$ cat src/rtl/tl_pkg.sv
// tl_pkg: lane codes, phase words, phase index type and successor helper
// for the traffic-light signal monitor.
package tl_pkg;

  localparam logic [1:0] LANE_R = 2'b00;
  localparam logic [1:0] LANE_Y = 2'b01;
  localparam logic [1:0] LANE_G = 2'b10;

  localparam logic [7:0] PH_RST = 8'h55;
  localparam logic [7:0] PH_S0  = 8'h80;
  localparam logic [7:0] PH_S1  = 8'h50;
  localparam logic [7:0] PH_S2  = 8'h20;
  localparam logic [7:0] PH_S3  = 8'h14;
  localparam logic [7:0] PH_S4  = 8'h08;
  localparam logic [7:0] PH_S5  = 8'h05;
  localparam logic [7:0] PH_S6  = 8'h02;
  localparam logic [7:0] PH_S7  = 8'h41;

  typedef logic [2:0] phase_idx_t;

  typedef enum logic {
    ST_UNLOCKED = 1'b0,
    ST_LOCKED   = 1'b1
  } state_t;

  function automatic phase_idx_t phase_succ(input phase_idx_t idx);
    return idx + 3'd1;
  endfunction

endpackage

$ cat src/rtl/tl_phase_decode.sv
// tl_phase_decode: combinational classification of one signal-bus word.
module tl_phase_decode
  import tl_pkg::*;
(
  input  logic [7:0] sig_in,
  output logic       is_phase,
  output logic       is_rst,
  output phase_idx_t phase_idx,
  output logic       illegal,
  output logic       conflict
);

  logic [1:0] code;
  logic [2:0] n_green;

  // Phase lookup plus per-lane illegal/green counting.
  always_comb begin
    is_phase  = 1'b1;
    phase_idx = '0;
    case (sig_in)
      PH_S0:   phase_idx = 3'd0;
      PH_S1:   phase_idx = 3'd1;
      PH_S2:   phase_idx = 3'd2;
      PH_S3:   phase_idx = 3'd3;
      PH_S4:   phase_idx = 3'd4;
      PH_S5:   phase_idx = 3'd5;
      PH_S6:   phase_idx = 3'd6;
      PH_S7:   phase_idx = 3'd7;
      default: is_phase  = 1'b0;
    endcase
    is_rst  = (sig_in == PH_RST);
    illegal = 1'b0;
    n_green = '0;
    code    = '0;
    for (int unsigned i = 0; i < 4; i++) begin
      code = sig_in[2*i +: 2];
      if (code == 2'b11) illegal = 1'b1;
      n_green = n_green + 3'(code == LANE_G);
    end
    conflict = (n_green > 3'd1);
  end

endmodule

$ cat src/rtl/tl_signal_monitor.sv
// tl_signal_monitor: lamp decode, phase-sequence lock tracking and sticky
// fault reporting for the 8-bit traffic-light signal bus.
// Optional watchdog: define TL_MON_WATCHDOG_EN.
module tl_signal_monitor
  import tl_pkg::*;
#(
  parameter int unsigned LOCK_LEN    = 2,
  parameter int unsigned WDOG_CYCLES = 16
) (
  input  logic        clk,
  input  logic        rst,
  input  logic [7:0]  sig_in,
  input  logic        sig_valid,
  input  logic        clr_err,
  output logic [3:0]  lamp_r,
  output logic [3:0]  lamp_y,
  output logic [3:0]  lamp_g,
  output logic        locked,
  output logic [2:0]  phase,
  output logic        err_illegal,
  output logic        err_conflict,
  output logic        err_sequence,
  output logic        err_timeout,
  output logic [7:0]  err_count,
  output logic [15:0] cycle_count
);

  logic       dec_is_phase, dec_is_rst, dec_illegal, dec_conflict;
  phase_idx_t dec_idx;

  tl_phase_decode u_decode (
    .sig_in    (sig_in),
    .is_phase  (dec_is_phase),
    .is_rst    (dec_is_rst),
    .phase_idx (dec_idx),
    .illegal   (dec_illegal),
    .conflict  (dec_conflict)
  );

  state_t     state_q, state_d;
  phase_idx_t exp_q, exp_d;
  logic       exp_vld_q, exp_vld_d;
  logic [2:0] prog_q, prog_d;
  logic [3:0] lamp_r_q, lamp_r_d, lamp_y_q, lamp_y_d, lamp_g_q, lamp_g_d;
  phase_idx_t phase_q, phase_d;
  logic       err_illegal_q, err_illegal_d;
  logic       err_conflict_q, err_conflict_d;
  logic       err_sequence_q, err_sequence_d;
  logic [7:0] err_count_q, err_count_d;
  logic [15:0] cycle_count_q, cycle_count_d;

  logic       match, seq_err, fault, lamp_load, wdog_fire;
  logic [1:0] lane_code;

`ifdef TL_MON_WATCHDOG_EN
  logic [15:0] wdog_q, wdog_d;
  logic [7:0]  last_word_q, last_word_d;
  logic        blank_q, blank_d;
  logic        err_timeout_q, err_timeout_d;
`else
  logic unused_wdog;
  assign unused_wdog = ^WDOG_CYCLES;
`endif

  assign match = dec_is_phase && exp_vld_q && (dec_idx == exp_q);

  // Next-state: lamp decode, lock FSM, watchdog and fault bookkeeping.
  always_comb begin
    state_d        = state_q;
    exp_d          = exp_q;
    exp_vld_d      = exp_vld_q;
    prog_d         = prog_q;
    lamp_r_d       = lamp_r_q;
    lamp_y_d       = lamp_y_q;
    lamp_g_d       = lamp_g_q;
    phase_d        = phase_q;
    err_illegal_d  = err_illegal_q;
    err_conflict_d = err_conflict_q;
    err_sequence_d = err_sequence_q;
    err_count_d    = err_count_q;
    cycle_count_d  = cycle_count_q;
    seq_err        = 1'b0;
    lamp_load      = 1'b1;
    wdog_fire      = 1'b0;
    lane_code      = '0;
`ifdef TL_MON_WATCHDOG_EN
    wdog_d         = wdog_q;
    last_word_d    = last_word_q;
    blank_d        = blank_q;
    err_timeout_d  = err_timeout_q;
`endif

    if (sig_valid) begin
`ifdef TL_MON_WATCHDOG_EN
      // after a timeout, lamps stay all-red until a phase word arrives
      if (blank_q && !(dec_is_phase || dec_is_rst)) lamp_load = 1'b0;
      else blank_d = 1'b0;
`endif
      if (lamp_load) begin
        for (int unsigned i = 0; i < 4; i++) begin
          lane_code   = sig_in[2*(3-i) +: 2];
          lamp_g_d[i] = (lane_code == LANE_G);
          lamp_y_d[i] = (lane_code == LANE_Y);
          lamp_r_d[i] = !((lane_code == LANE_G) || (lane_code == LANE_Y));
        end
      end
      if (dec_is_phase) phase_d = dec_idx;

      case (state_q)
        ST_LOCKED: begin
          if (match) begin
            exp_d = phase_succ(dec_idx);
            if (dec_idx == 3'd0) cycle_count_d = cycle_count_q + 16'd1;
          end else if (dec_is_rst) begin
            state_d   = ST_UNLOCKED;
            exp_d     = '0;
            exp_vld_d = 1'b1;
            prog_d    = '0;
          end else begin
            seq_err   = 1'b1;
            state_d   = ST_UNLOCKED;
            exp_d     = phase_succ(dec_idx);
            exp_vld_d = dec_is_phase;
            prog_d    = '0;
          end
        end
        default: begin
          if (dec_is_rst) begin
            exp_d     = '0;
            exp_vld_d = 1'b1;
            prog_d    = '0;
          end else if (match) begin
            exp_d = phase_succ(dec_idx);
            if (32'(prog_q) + 32'd1 >= LOCK_LEN) begin
              state_d = ST_LOCKED;
              prog_d  = '0;
            end else begin
              prog_d = prog_q + 3'd1;
            end
          end else begin
            exp_d     = phase_succ(dec_idx);
            exp_vld_d = dec_is_phase;
            prog_d    = '0;
          end
        end
      endcase
    end

`ifdef TL_MON_WATCHDOG_EN
    if (sig_valid) last_word_d = sig_in;
    if (state_q == ST_LOCKED && (!sig_valid || sig_in == last_word_q)) begin
      if (32'(wdog_q) + 32'd1 >= WDOG_CYCLES) begin
        wdog_fire = 1'b1;
        wdog_d    = '0;
      end else begin
        wdog_d = wdog_q + 16'd1;
      end
    end else begin
      wdog_d = '0;
    end
    if (wdog_fire) begin
      state_d   = ST_UNLOCKED;
      exp_vld_d = 1'b0;
      prog_d    = '0;
      lamp_r_d  = '1;
      lamp_y_d  = '0;
      lamp_g_d  = '0;
      blank_d   = 1'b1;
    end
`endif

    fault = (sig_valid && (dec_illegal || dec_conflict || seq_err)) || wdog_fire;

    if (sig_valid && clr_err) begin
      err_illegal_d  = dec_illegal;
      err_conflict_d = dec_conflict;
      err_sequence_d = seq_err;
      err_count_d    = fault ? 8'd1 : '0;
`ifdef TL_MON_WATCHDOG_EN
      err_timeout_d  = wdog_fire;
`endif
    end else begin
      err_illegal_d  = err_illegal_q  || (sig_valid && dec_illegal);
      err_conflict_d = err_conflict_q || (sig_valid && dec_conflict);
      err_sequence_d = err_sequence_q || seq_err;
      if (fault && err_count_q != '1) err_count_d = err_count_q + 8'd1;
`ifdef TL_MON_WATCHDOG_EN
      err_timeout_d  = err_timeout_q || wdog_fire;
`endif
    end
  end

  // State registers, asynchronous active-high reset.
  always_ff @(posedge clk or posedge rst) begin
    if (rst) begin
      state_q        <= ST_UNLOCKED;
      exp_q          <= '0;
      exp_vld_q      <= 1'b0;
      prog_q         <= '0;
      lamp_r_q       <= '1;
      lamp_y_q       <= '0;
      lamp_g_q       <= '0;
      phase_q        <= '0;
      err_illegal_q  <= 1'b0;
      err_conflict_q <= 1'b0;
      err_sequence_q <= 1'b0;
      err_count_q    <= '0;
      cycle_count_q  <= '0;
`ifdef TL_MON_WATCHDOG_EN
      wdog_q         <= '0;
      last_word_q    <= '0;
      blank_q        <= 1'b0;
      err_timeout_q  <= 1'b0;
`endif
    end else begin
      state_q        <= state_d;
      exp_q          <= exp_d;
      exp_vld_q      <= exp_vld_d;
      prog_q         <= prog_d;
      lamp_r_q       <= lamp_r_d;
      lamp_y_q       <= lamp_y_d;
      lamp_g_q       <= lamp_g_d;
      phase_q        <= phase_d;
      err_illegal_q  <= err_illegal_d;
      err_conflict_q <= err_conflict_d;
      err_sequence_q <= err_sequence_d;
      err_count_q    <= err_count_d;
      cycle_count_q  <= cycle_count_d;
`ifdef TL_MON_WATCHDOG_EN
      wdog_q         <= wdog_d;
      last_word_q    <= last_word_d;
      blank_q        <= blank_d;
      err_timeout_q  <= err_timeout_d;
`endif
    end
  end

  assign lamp_r       = lamp_r_q;
  assign lamp_y       = lamp_y_q;
  assign lamp_g       = lamp_g_q;
  assign locked       = (state_q == ST_LOCKED);
  assign phase        = phase_q;
  assign err_illegal  = err_illegal_q;
  assign err_conflict = err_conflict_q;
  assign err_sequence = err_sequence_q;
  assign err_count    = err_count_q;
  assign cycle_count  = cycle_count_q;
`ifdef TL_MON_WATCHDOG_EN
  assign err_timeout  = err_timeout_q;
`else
  assign err_timeout  = 1'b0;
`endif

endmodule

$ cat config.mk
export PLATFORM = sky130hd
export DESIGN_NAME = tl_signal_monitor
export DESIGN_NICKNAME = d
export VERILOG_FILES = /design/src/rtl/tl_pkg.sv /design/src/rtl/tl_phase_decode.sv /design/src/rtl/tl_signal_monitor.sv
export SDC_FILE = /design/constraint.sdc
export NUM_CORES = 1
export LEC_CHECK = 0
export BUFFER_PORTS_ARGS = -buffer_cell sky130_fd_sc_hd__buf_2
export CAP_MARGIN = 25
export CORE_MARGIN = 1.5
export CORE_UTILIZATION = 51
export CTS_BUF_LIST = sky130_fd_sc_hd__clkbuf_8
export CTS_CLUSTER_DIAMETER = 120
export DETAILED_ROUTE_END_ITERATION = 12
export GPL_TIMING_DRIVEN = 0
export PLACE_DENSITY = 0.82
export SYNTH_ARGS = -nofsm -noshare
export SYNTH_HDL_FRONTEND = slang
export SYNTH_HIERARCHICAL = 1
export SYNTH_SLANG_ARGS = --single-unit
$ cat constraint.sdc
create_clock -name clk -period 1.65 [get_ports clk]
set_clock_uncertainty 0.1 [all_clocks]
set_input_delay 0.0825 -clock clk [delete_from_list [all_inputs] [get_ports clk]]
set_output_delay 0.0825 -clock clk [all_outputs]
set_load 0.01 [all_outputs]
### After elaboration in Yosys (flattened, before gate mapping)

Index checks and enable logic that the tools add are counted.

* register bits after elaboration: 50
* input port bits: 12
* output and inout bits: 44
* word-level logic and storage cells: 109

* add/subtract/negate cells: 8
* magnitude comparators: 2
* equality and inequality tests: 25
* muxes and demuxes: 34
* reductions and logical operators: 27

Operators with widths (number)
* $eq A8 B7 Y1 const B: 3
* $mux W3: 8
* $mux W1: 23
* $pmux W3 S7: 1
* $add A16 B1 Y16 const B: 1
* $eq A2 B2 Y1 const B: 8
* $mux W8: 2
* $logic_or A1 B1 Y1: 9
* $add A8 B1 Y8 const B: 1
* $eq A2 B1 Y1 const B: 4
* $eq A8 B2 Y1 const B: 1
* $eq A8 B3 Y1 const B: 1
* $eq A8 B4 Y1 const B: 1
* $eq A8 B5 Y1 const B: 1
* $eq A8 B6 Y1 const B: 1
* $eq A8 B8 Y1 const B: 1
* $ne A8 B8 Y1 const B: 1
* $reduce_or A8 Y1: 1
* $logic_and A1 B1 Y1: 7
* $add A3 B1 Y3: 2
* $add A3 B1 Y3 const B: 2
* $add A3 B1 Y4 const B: 1
* $ge A4 B2 Y1 const B: 1
* $logic_not A1 Y1: 4
* other kinds (9): 11

### Logic depth before layout (Yosys ltp)

Gate-level depths: netlist (run 1).

* depth in word-level cells: 13
* depth in mapped cells: 12
* gate-level depth less buffers: 11

### Cells and area by module

Netlist (run 1), hierarchy kept.

By module, submodules not included
* tl_signal_monitor: instances 1, cells each 221, area an instance 2466.1 um^2, sequential area each 1256.2 um^2
* tl_phase_decode: instances 1, cells each 43, area an instance 277.8 um^2, sequential area each 0.0 um^2

### Least setup slack after synthesis (run 1)

OpenSTA, ideal clock, no wires.

* path type: input to register
* start point: in sig_in[0]
* end point: reg cycle_count_q[14], in the netlist cycle_count[14]
* setup time: 0.125 ns
* data arrival time: 2.288 ns
* data required time: 1.425 ns
* setup slack: -0.863 ns
* cell stages on the path: 10
* buffers on the path: 1
* cells stage by stage: buf_6 -> or3b_1 -> a211oi_1 -> o31a_2 -> a211o_1 -> nand2_1 -> nor4_2 -> and3_2 -> nand3_1 -> xnor2_1

* elaborated cells between the ends (all ways): 16

RTL lines
* start, declared: RTL line tl_signal_monitor.sv:12 `input logic [7:0] sig_in,`
* $eq A8 B7 Y1 (tied with other cells): RTL line tl_phase_decode.sv:20 `case (sig_in)`
* $pmux W3 S7 (*): RTL line tl_phase_decode.sv:20
* net dec_idx[2]: RTL line tl_signal_monitor.sv:29 `phase_idx_t dec_idx;`
* $eq A3 B3 Y1: RTL line tl_signal_monitor.sv:65 `assign match = dec_is_phase && exp_vld_q && (dec_idx == exp_q);`
* $logic_and A1 B1 Y1: RTL line tl_signal_monitor.sv:65
* $reduce_and A4 Y1 (no line) (*)
* end signal, assigned: RTL line tl_signal_monitor.sv:228 `cycle_count_q <= cycle_count_d;`
* end, declared: RTL line tl_signal_monitor.sv:50 `logic [15:0] cycle_count_q, cycle_count_d;`

Mark *: on every way through the listed nets, which the timed path passes. The rest lies on a longest branch.
A chain may end at the register's enable or synchronous reset.

### Worst setup path in the final report (run 1)

* start point: in sig_in[4]
* end point: reg cycle_count_q[8], in the netlist cycle_count[8]

Same word-level chain as after synthesis.

==> implementation parameters, run 1 <==
Parameter                              Value

Run status
  Result of the run    finished, violations left
  Failing checks    negative setup slack

Power and ir drop
  Leakage power total    0.001925 uW
  Areal power density over the cells    between 700 and 800 mW/mm^2
  Highest ir drop seen on vdd    roughly 600 uV

Cells and area
  Final non-filler cell area    0.003757 mm^2
  Final core area utilization    0.7310
  Footprint of the multi-input gates    0.001624 mm^2
  Count of nets after finishing    ~370
  Inserted Diodes    0
  Area grow syn2layout    36.94%
  Total of fill cells in the finished design    363
  Combined flip-flop and latch cell area    approximately 0.0013 mm^2
  Fraction of layout cells with a size suffix above 1    0.4150

Routing
  DR DRC count    0
  Wirelength per Cell    between 15 and 20 um
  Total detailed-routing wirelength    about 7000 um
  Number of search-and-repair iterations in the first detailed-routing pass    4
  Via total after detailed routing    2339
  Antenna Violating Nets Remaining    0
  Initial DRC count    116
  DR vias/cell    5.609

Yosys
  Post-synth top area share    0.4195
  Post-synth ARST share    1.000
  Sequential area share after synthesis    0.4578
  Syn_nets    around 290
  Synthesized flop and latch total    50
  Post-synthesis cell area    around 0.0027 mm^2
  Largest area contributor in the synthesized netlist    sky130_fd_sc_hd__dfrtp_1
  Avg Synthesized Cell Area    10.39 um^2
  Number of distinct library cells after synthesis    a little under 50
  Synth area leaders    sky130_fd_sc_hd__dfrtp_1, sky130_fd_sc_hd__ha_1, sky130_fd_sc_hd__mux2_2
  Ys flop type    sky130_fd_sc_hd__dfrtp_1
  Cells after Synth    264
  Number of enable-type register cells in the synthesized netlist    0
  Warning count from the yosys run    6

Timing
  Highest achievable clock rate    437.5 MHz
  Worst slew margin relative to its limit    0.4943
  Post-route fraction of the period consumed by the critical path    1.385
  Setup WS post-layout    -635.8 ps
  Finish-stage setup viols    33
  Worst-margin pin slew    ~750 ps
  TNS Setup    -14830 ps
  Final Hold Violating Endpoints    0
  Unrepaired setup endpoints after global routing    yes
  Number of max-slew violations in the final report    0
  Final period demand of the worst path    2286 ps

Worst setup path
  Critical-path top delay cell    sky130_fd_sc_hd__or4_4
  Crit Path Category    in -> reg
  Worst reg-to-reg setup slack    -340 ps
  Critical-path cell list    clkbuf_4 -> nand2b_1 -> o21ai_0 -> a22oi_1 -> nor2_2 -> xor2_2 -> or4_4 -> nor2_4 -> and4_1 -> xor2_1
  Worst setup path end    cycle_count[8]
  Max Fanout on Critical Path    11
  Worst path max stage delay    slightly below 600 ps
  CP Data Arrival Time    between 2000 and 2500 ps
  Kind of launch point of the worst setup path    input port
  Destination of the worst register-to-register timing path    cycle_count[8]
  Critical path capture point type    flip-flop
  Critical path origin    sig_in[4]
  RR Startpoint    exp_q[1]
  Endpoint required time on the critical path    1780 ps
  Worst reg-to-reg path cell count    5

Global route
  Overflow left after global routing    0
  Global-route wire length before repair    10380 um
  Number of global-route vias before repair    between 2000 and 2500
  Combined global-route utilization of all metal layers    0.2184
  Number of antenna violations at the first check in global routing    0
  Pin count of the biggest net entering global routing    34

Clock tree
  Maximum buffer depth of the clock tree    2
  Cts bufs inserted    5
  Cell at the root of the clock tree    sky130_fd_sc_hd__clkbuf_8
  Level count of the clock H-tree    2
  Clk pin slew, worst setup/hold paths    approximately 90 ps
  Clock latency of the later-clocked register in the worst-skew pair    300 ps
  CTS tree    done
  Sinks on the clock net    50

Floorplan
  Placement Rows    26
  Starting density of the core    0.5338
  Die Y-Extent    approximately 76 um
  Area of the core region    roughly 0.005 mm^2
  I/O pins    56
  Die Width    76.35 um
  Full die area    between 0.005 and 0.006 mm^2

Placed design
  IO buf count    between 50 and 60
  Detail Placement HPWL    a little over 4000 um
  Final GP Congestion    approximately 0.85
  Minimum setup slack after placement    -1041 ps
  Post-Place Cell Area    ~0.0032 mm^2

Flow run
  Max-cap violations    0

Worst hold path
  Hold/Removal Path Class    in -> reg
Yosys cell counts, drive strengths merged, types with 2 or more instances:
library cell	instances
and2	3
a21oi	7
ha	14
dfrtp	46
o2bb2ai	2
xor2	12
mux2	14
nor3	4
nand4b	2
o21ai	6
buf	4
inv	16
nor4	7
nor2	9
nand2b	8
nand3	10
and3	6
nand4	8
and4	3
mux2i	4
nor2b	2
nand2	30
dfstp	4
clkbuf	6
a22oi	3
a211oi	2
nand3b	3
xnor2	11
a22o	3
cells in the final DEF (no fill, tap or decap), types with 4 or more instances in the layout:
| master | n |
|---|---|
| sky130_fd_sc_hd__mux2_2 | 13 |
| sky130_fd_sc_hd__buf_2 | 48 |
| sky130_fd_sc_hd__nor2_1 | 5 |
| sky130_fd_sc_hd__nand3_1 | 7 |
| sky130_fd_sc_hd__buf_12 | 4 |
| sky130_fd_sc_hd__buf_6 | 7 |
| sky130_fd_sc_hd__dfstp_2 | 4 |
| sky130_fd_sc_hd__mux2i_1 | 4 |
| sky130_fd_sc_hd__clkbuf_8 | 6 |
| sky130_fd_sc_hd__nand2b_1 | 7 |
| sky130_fd_sc_hd__ha_1 | 14 |
| sky130_fd_sc_hd__and3_1 | 5 |
| sky130_fd_sc_hd__dfrtp_1 | 46 |
| sky130_fd_sc_hd__inv_1 | 16 |
| sky130_fd_sc_hd__xnor2_1 | 10 |
| sky130_fd_sc_hd__nand2_1 | 24 |
| sky130_fd_sc_hd__nand4_1 | 8 |
| sky130_fd_sc_hd__xor2_1 | 9 |
| sky130_fd_sc_hd__o21ai_0 | 6 |
| sky130_fd_sc_hd__buf_4 | 17 |
registers in the layout, summed over array words and instances (netlist names):
signal        flops
cycle_count      16
err_count         8
lamp_g            4
lamp_r            4
lamp_y            4
exp_q             3
phase             3
prog_q            3
err_conflict      1
err_illegal       1
err_sequence      1
exp_vld_q         1
locked            1
where the power goes:
group | internal, uW | switching (uW) | total, uW
Clock | 488 | 395 | 884
Combinational | 205 | 244 | 449
Sequential | 1300 | 56.2 | 1360
Total | 1990 | 696 | 2690
per-layer routing:
layer	up-vias	GRT usage	wire [um]
met5	-	0	0
met2	60	0.3893	3637
li1	1094	-	-
met4	0	0.05556	116
met1	1171	0.2686	2861
met3	14	0.04671	253
logic make-up after synthesis:
group	after synthesis	synth area share
AO/OA/AOI/OAI	33	0.08619
XOR/XNOR	23	0.07341
adder cells (fa/ha/maj)	15	0.07114
buffers and inverters	26	0.04149
flip-flops	50	0.4578
multiplexers	18	0.07205
other	1	0.001367
AND/OR/NAND/NOR	98	0.1965
worst max-delay path, delay by kind of cell:
kind,cells,cell delay (ps)
AO/OA/AOI/OAI,2,400
XOR/XNOR,2,340
buffers and inverters,1,180
AND/OR/NAND/NOR,5,1410
repair_timing:
| action | in CTS | in global routing |
|---|---|---|
| hold endpoints to repair | 19 | 0 |
| setup endpoints to repair | 33 | 33 |
| buffers inserted | 12 | 10 |
| pin swaps | 19 | 30 |
| hold buffers | 2 | 0 |
| gates resized for setup | 13 | 46 |
| gates cloned | 0 | 1 |
through the flow:
stage | power, uW | cells | hold WS, ps
global placement | 1730 | 387 | 201.6
finish | 2689 | 417 | 113.0
CTS | 2643 | 409 | 82.35
global route | 2805 | 417 | 106.2
floorplan | 1606 | 264 | 69.16
detailed placement | 1746 | 388 | -8.868
worst min-delay path by stage:
stage,startpoint,end,cells past startpoint
floorplan,clr_err,err_count[3],1
detailed placement,rst,err_count[4],2
CTS,sig_in[6],lamp_y[0],3
finish,sig_in[0],lamp_y[3],3
global route,sig_in[0],lamp_y[3],3
global placement,clr_err,err_count[3],2
cell type report:
cell class,instances,area share
flip-flops and latches,50,0.3343
inverters,16,0.01598
repair buffers,79,0.1538
well taps,70,0.02331
clock inverters,2,0.008991
multi-input cells,188,0.4322
clock buffers,6,0.02198
plain buffers,6,0.009324
Power figures use the tool's default switching activity.
==> run 2: changes to the inputs <==
--- a/config.mk
+++ b/config.mk
@@ -9,7 +9,7 @@
 export CAP_MARGIN = 25
 export CORE_MARGIN = 1.5
 export CORE_UTILIZATION = 51
-export CTS_BUF_LIST = sky130_fd_sc_hd__clkbuf_8
+export CTS_BUF_LIST = sky130_fd_sc_hd__clkbuf_4
 export CTS_CLUSTER_DIAMETER = 120
 export DETAILED_ROUTE_END_ITERATION = 12
 export GPL_TIMING_DRIVEN = 0
==> implementation parameters, run 2 (synthesis results as in run 1) <==
Parameter                              Value

Placed design
  Detail Placement HPWL    4034 um (unchanged)
  IO buf count    53 (unchanged)
  Final GP Congestion    0.8502 (unchanged)
  Cells after DPL    388 (unchanged)
  Minimum setup slack after placement    -1041 ps (unchanged)

Clock tree
  CTS tree    done (unchanged)
  Clock latency of the later-clocked register in the worst-skew pair    370 ps (was 300 ps)
  Cts bufs inserted    5 (unchanged)
  Maximum buffer depth of the clock tree    2 (unchanged)
  Level count of the clock H-tree    2 (unchanged)
  Clk pin slew, worst setup/hold paths    130 ps (was 90 ps)
  Cell at the root of the clock tree    sky130_fd_sc_hd__clkbuf_4 (was sky130_fd_sc_hd__clkbuf_8)
  Sinks on the clock net    50 (unchanged)

Routing
  Total detailed-routing wirelength    6622 um (was 6869 um)
  DR vias/cell    5.593 (was 5.609)
  Initial DRC count    118 (was 116)
  Via total after detailed routing    2321 (was 2339)
  Wirelength per Cell    15.96 um (was 16.47 um)
  DR DRC count    0 (unchanged)
  Antenna Violating Nets Remaining    0 (unchanged)
  Number of search-and-repair iterations in the first detailed-routing pass    4 (unchanged)

Cells and area
  Flip-flop count of the largest register, all copies and words added    16 (unchanged)
  Total of fill cells in the finished design    374 (was 363)
  Fraction of layout cells with a size suffix above 1    0.3942 (was 0.4150)
  Most common library cell in the layout ignoring fill and taps    sky130_fd_sc_hd__buf_2 (unchanged)
  Inserted Diodes    0 (unchanged)
  Final standard cell count with taps included and fillers excluded    415 (was 417)
  Commonest non-fill, non-tap cells in the layout    sky130_fd_sc_hd__buf_2, sky130_fd_sc_hd__dfrtp_1, sky130_fd_sc_hd__nand2_1 (unchanged)
  Count of nets after finishing    371 (was 373)
  Area grow syn2layout    33.74% (was 36.94%)

Worst setup path
  CP Data Arrival Time    2310 ps (was 2410 ps)
  Critical-path cell list    buf_8 -> or3b_4 -> a211oi_2 -> o31a_2 -> a211o_1 -> nand2_2 -> or4_4 -> buf_4 -> buf_6 -> nand3_2 -> o211ai_1 -> o311a_1 (was clkbuf_4 -> nand2b_1 -> o21ai_0 -> a22oi_1 -> nor2_2 -> xor2_2 -> or4_4 -> nor2_4 -> and4_1 -> xor2_1)
  Worst setup path end    err_count[0] (was cycle_count[8])
  RR Startpoint    exp_q[1] (unchanged)
  Crit Path Category    in -> reg (unchanged)
  Worst path max stage delay    560 ps (was 590 ps)
  Kind of launch point of the worst setup path    input port (unchanged)
  Critical path origin    sig_in[2] (was sig_in[4])
  Worst reg-to-reg setup slack    -350 ps (was -340 ps)
  Critical path capture point type    flip-flop (unchanged)
  Worst reg-to-reg path cell count    7 (was 5)
  Endpoint required time on the critical path    1810 ps (was 1780 ps)
  Max Fanout on Critical Path    3 (was 11)
  Destination of the worst register-to-register timing path    err_count[0] (was cycle_count[8])
  Critical-path top delay cell    sky130_fd_sc_hd__or4_4 (unchanged)

Power and ir drop
  Areal power density over the cells    683.1 mW/mm^2 (was 715.6 mW/mm^2)
  Highest ir drop seen on vdd    736.1 uV (was 612.7 uV)
  PnR Total Power    2507 uW (was 2689 uW)
  Leakage power total    0.001845 uW (was 0.001925 uW)

Worst hold path
  Hold Path Stages    3 (unchanged)
  Hold/Removal Path Class    in -> reg (unchanged)

Global route
  Pin count of the biggest net entering global routing    34 (unchanged)
  Number of global-route vias before repair    2202 (was 2229)
  Combined global-route utilization of all metal layers    0.2175 (was 0.2184)
  Overflow left after global routing    0 (unchanged)
  Number of antenna violations at the first check in global routing    0 (unchanged)
  Global-route wire length before repair    10290 um (was 10380 um)

Timing
  Post-route fraction of the period consumed by the critical path    1.300 (was 1.385)
  Worst-margin pin slew    688.8 ps (was 748.0 ps)
  TNS Setup    -10220 ps (was -14830 ps)
  Unrepaired setup endpoints after global routing    yes (unchanged)
  Highest achievable clock rate    466.1 MHz (was 437.5 MHz)
  Worst slack on hold paths    49.13 ps (was 113.0 ps)
  Final period demand of the worst path    2145 ps (was 2286 ps)
  Finish-stage setup viols    32 (was 33)
  Final Hold Violating Endpoints    0 (unchanged)
  Setup WS post-layout    -495.3 ps (was -635.8 ps)
  Number of max-slew violations in the final report    0 (unchanged)
  Worst slew margin relative to its limit    0.5343 (was 0.4943)

Floorplan
  Placement Rows    26 (unchanged)
  Die Width    76.35 um (unchanged)
  I/O pins    56 (unchanged)
  Die Y-Extent    76.35 um (unchanged)
  Full die area    0.005829 mm^2 (unchanged)
  Starting density of the core    0.5338 (unchanged)
  Area of the core region    0.005140 mm^2 (unchanged)

Run status
  Failing checks    negative setup slack (unchanged)
  Result of the run    finished, violations left (unchanged)

Flow run
  Max-cap violations    0 (unchanged)
-- run 2: what timing repair did --
action / 4_1_cts / 5_1_grt
resized for setup: 19 / 26
pin swaps: 23 / 23
hold buffers: 2 / 1
hold endpoints to repair: 52 / 1
setup endpoints to repair: 33 / 32
buffers inserted: 12 / 8
-- run 2: layout make-up --
cell class	instances	area (um^2)	share of cell area
clock buffer	6	45.04	0.01227
buffer	6	31.28	0.008524
clock inverter	2	33.78	0.009206
timing repair buffer	77	541.8	0.1476
multi-input combinational	188	1614	0.4398
sequential	50	1256	0.3423
tap	70	87.58	0.02387
inverter	16	60.06	0.01637
-- run 2: power by group --
group | internal (uW) | leakage, uW | switching, uW
combinational | 199 | 0.00114 | 245
clock | 332 | 0.0000433 | 375
sequential | 1300 | 0.000662 | 54.3
total | 1830 | 0.00184 | 675
-- run 2: worst max-delay path: cells and delay by family --
kind | cells | cell delay, ps
AOI/OAI and AO/OA | 5 | 760
and+or+nand+nor | 4 | 1090
buffers and inverters | 3 | 370
-- run 2: per-layer routing --
metal / vias to the layer above / track usage / part of all wire
met1: 1161 / 0.2758 / 0.43
li1: 1093 / - / -
met4: 0 / 0.05741 / 0.019
met5: - / 0 / 0
met2: 55 / 0.3804 / 0.51
met3: 12 / 0.04192 / 0.034
-- run 2: through the flow --
stage | cell area (um^2) | util
finish | 3670 | 0.7140
CTS | 3458 | 0.6728
global route | 3670 | 0.7140
floorplan | 2818 | -
global placement | 3171 | 0.6168
detailed placement | 3191 | 0.6207
-- run 2: worst min-delay path by stage --
stage | from | endpoint | slack, ps
after floorplan | clr_err | err_count[3] | 70
final | sig_valid | exp_vld_q | 50
after CTS | sig_in[4] | lamp_y[1] | 8
after global routing | sig_valid | exp_vld_q | 60
after detailed placement | rst | err_count[4] | -9
after global placement | clr_err | err_count[3] | 200
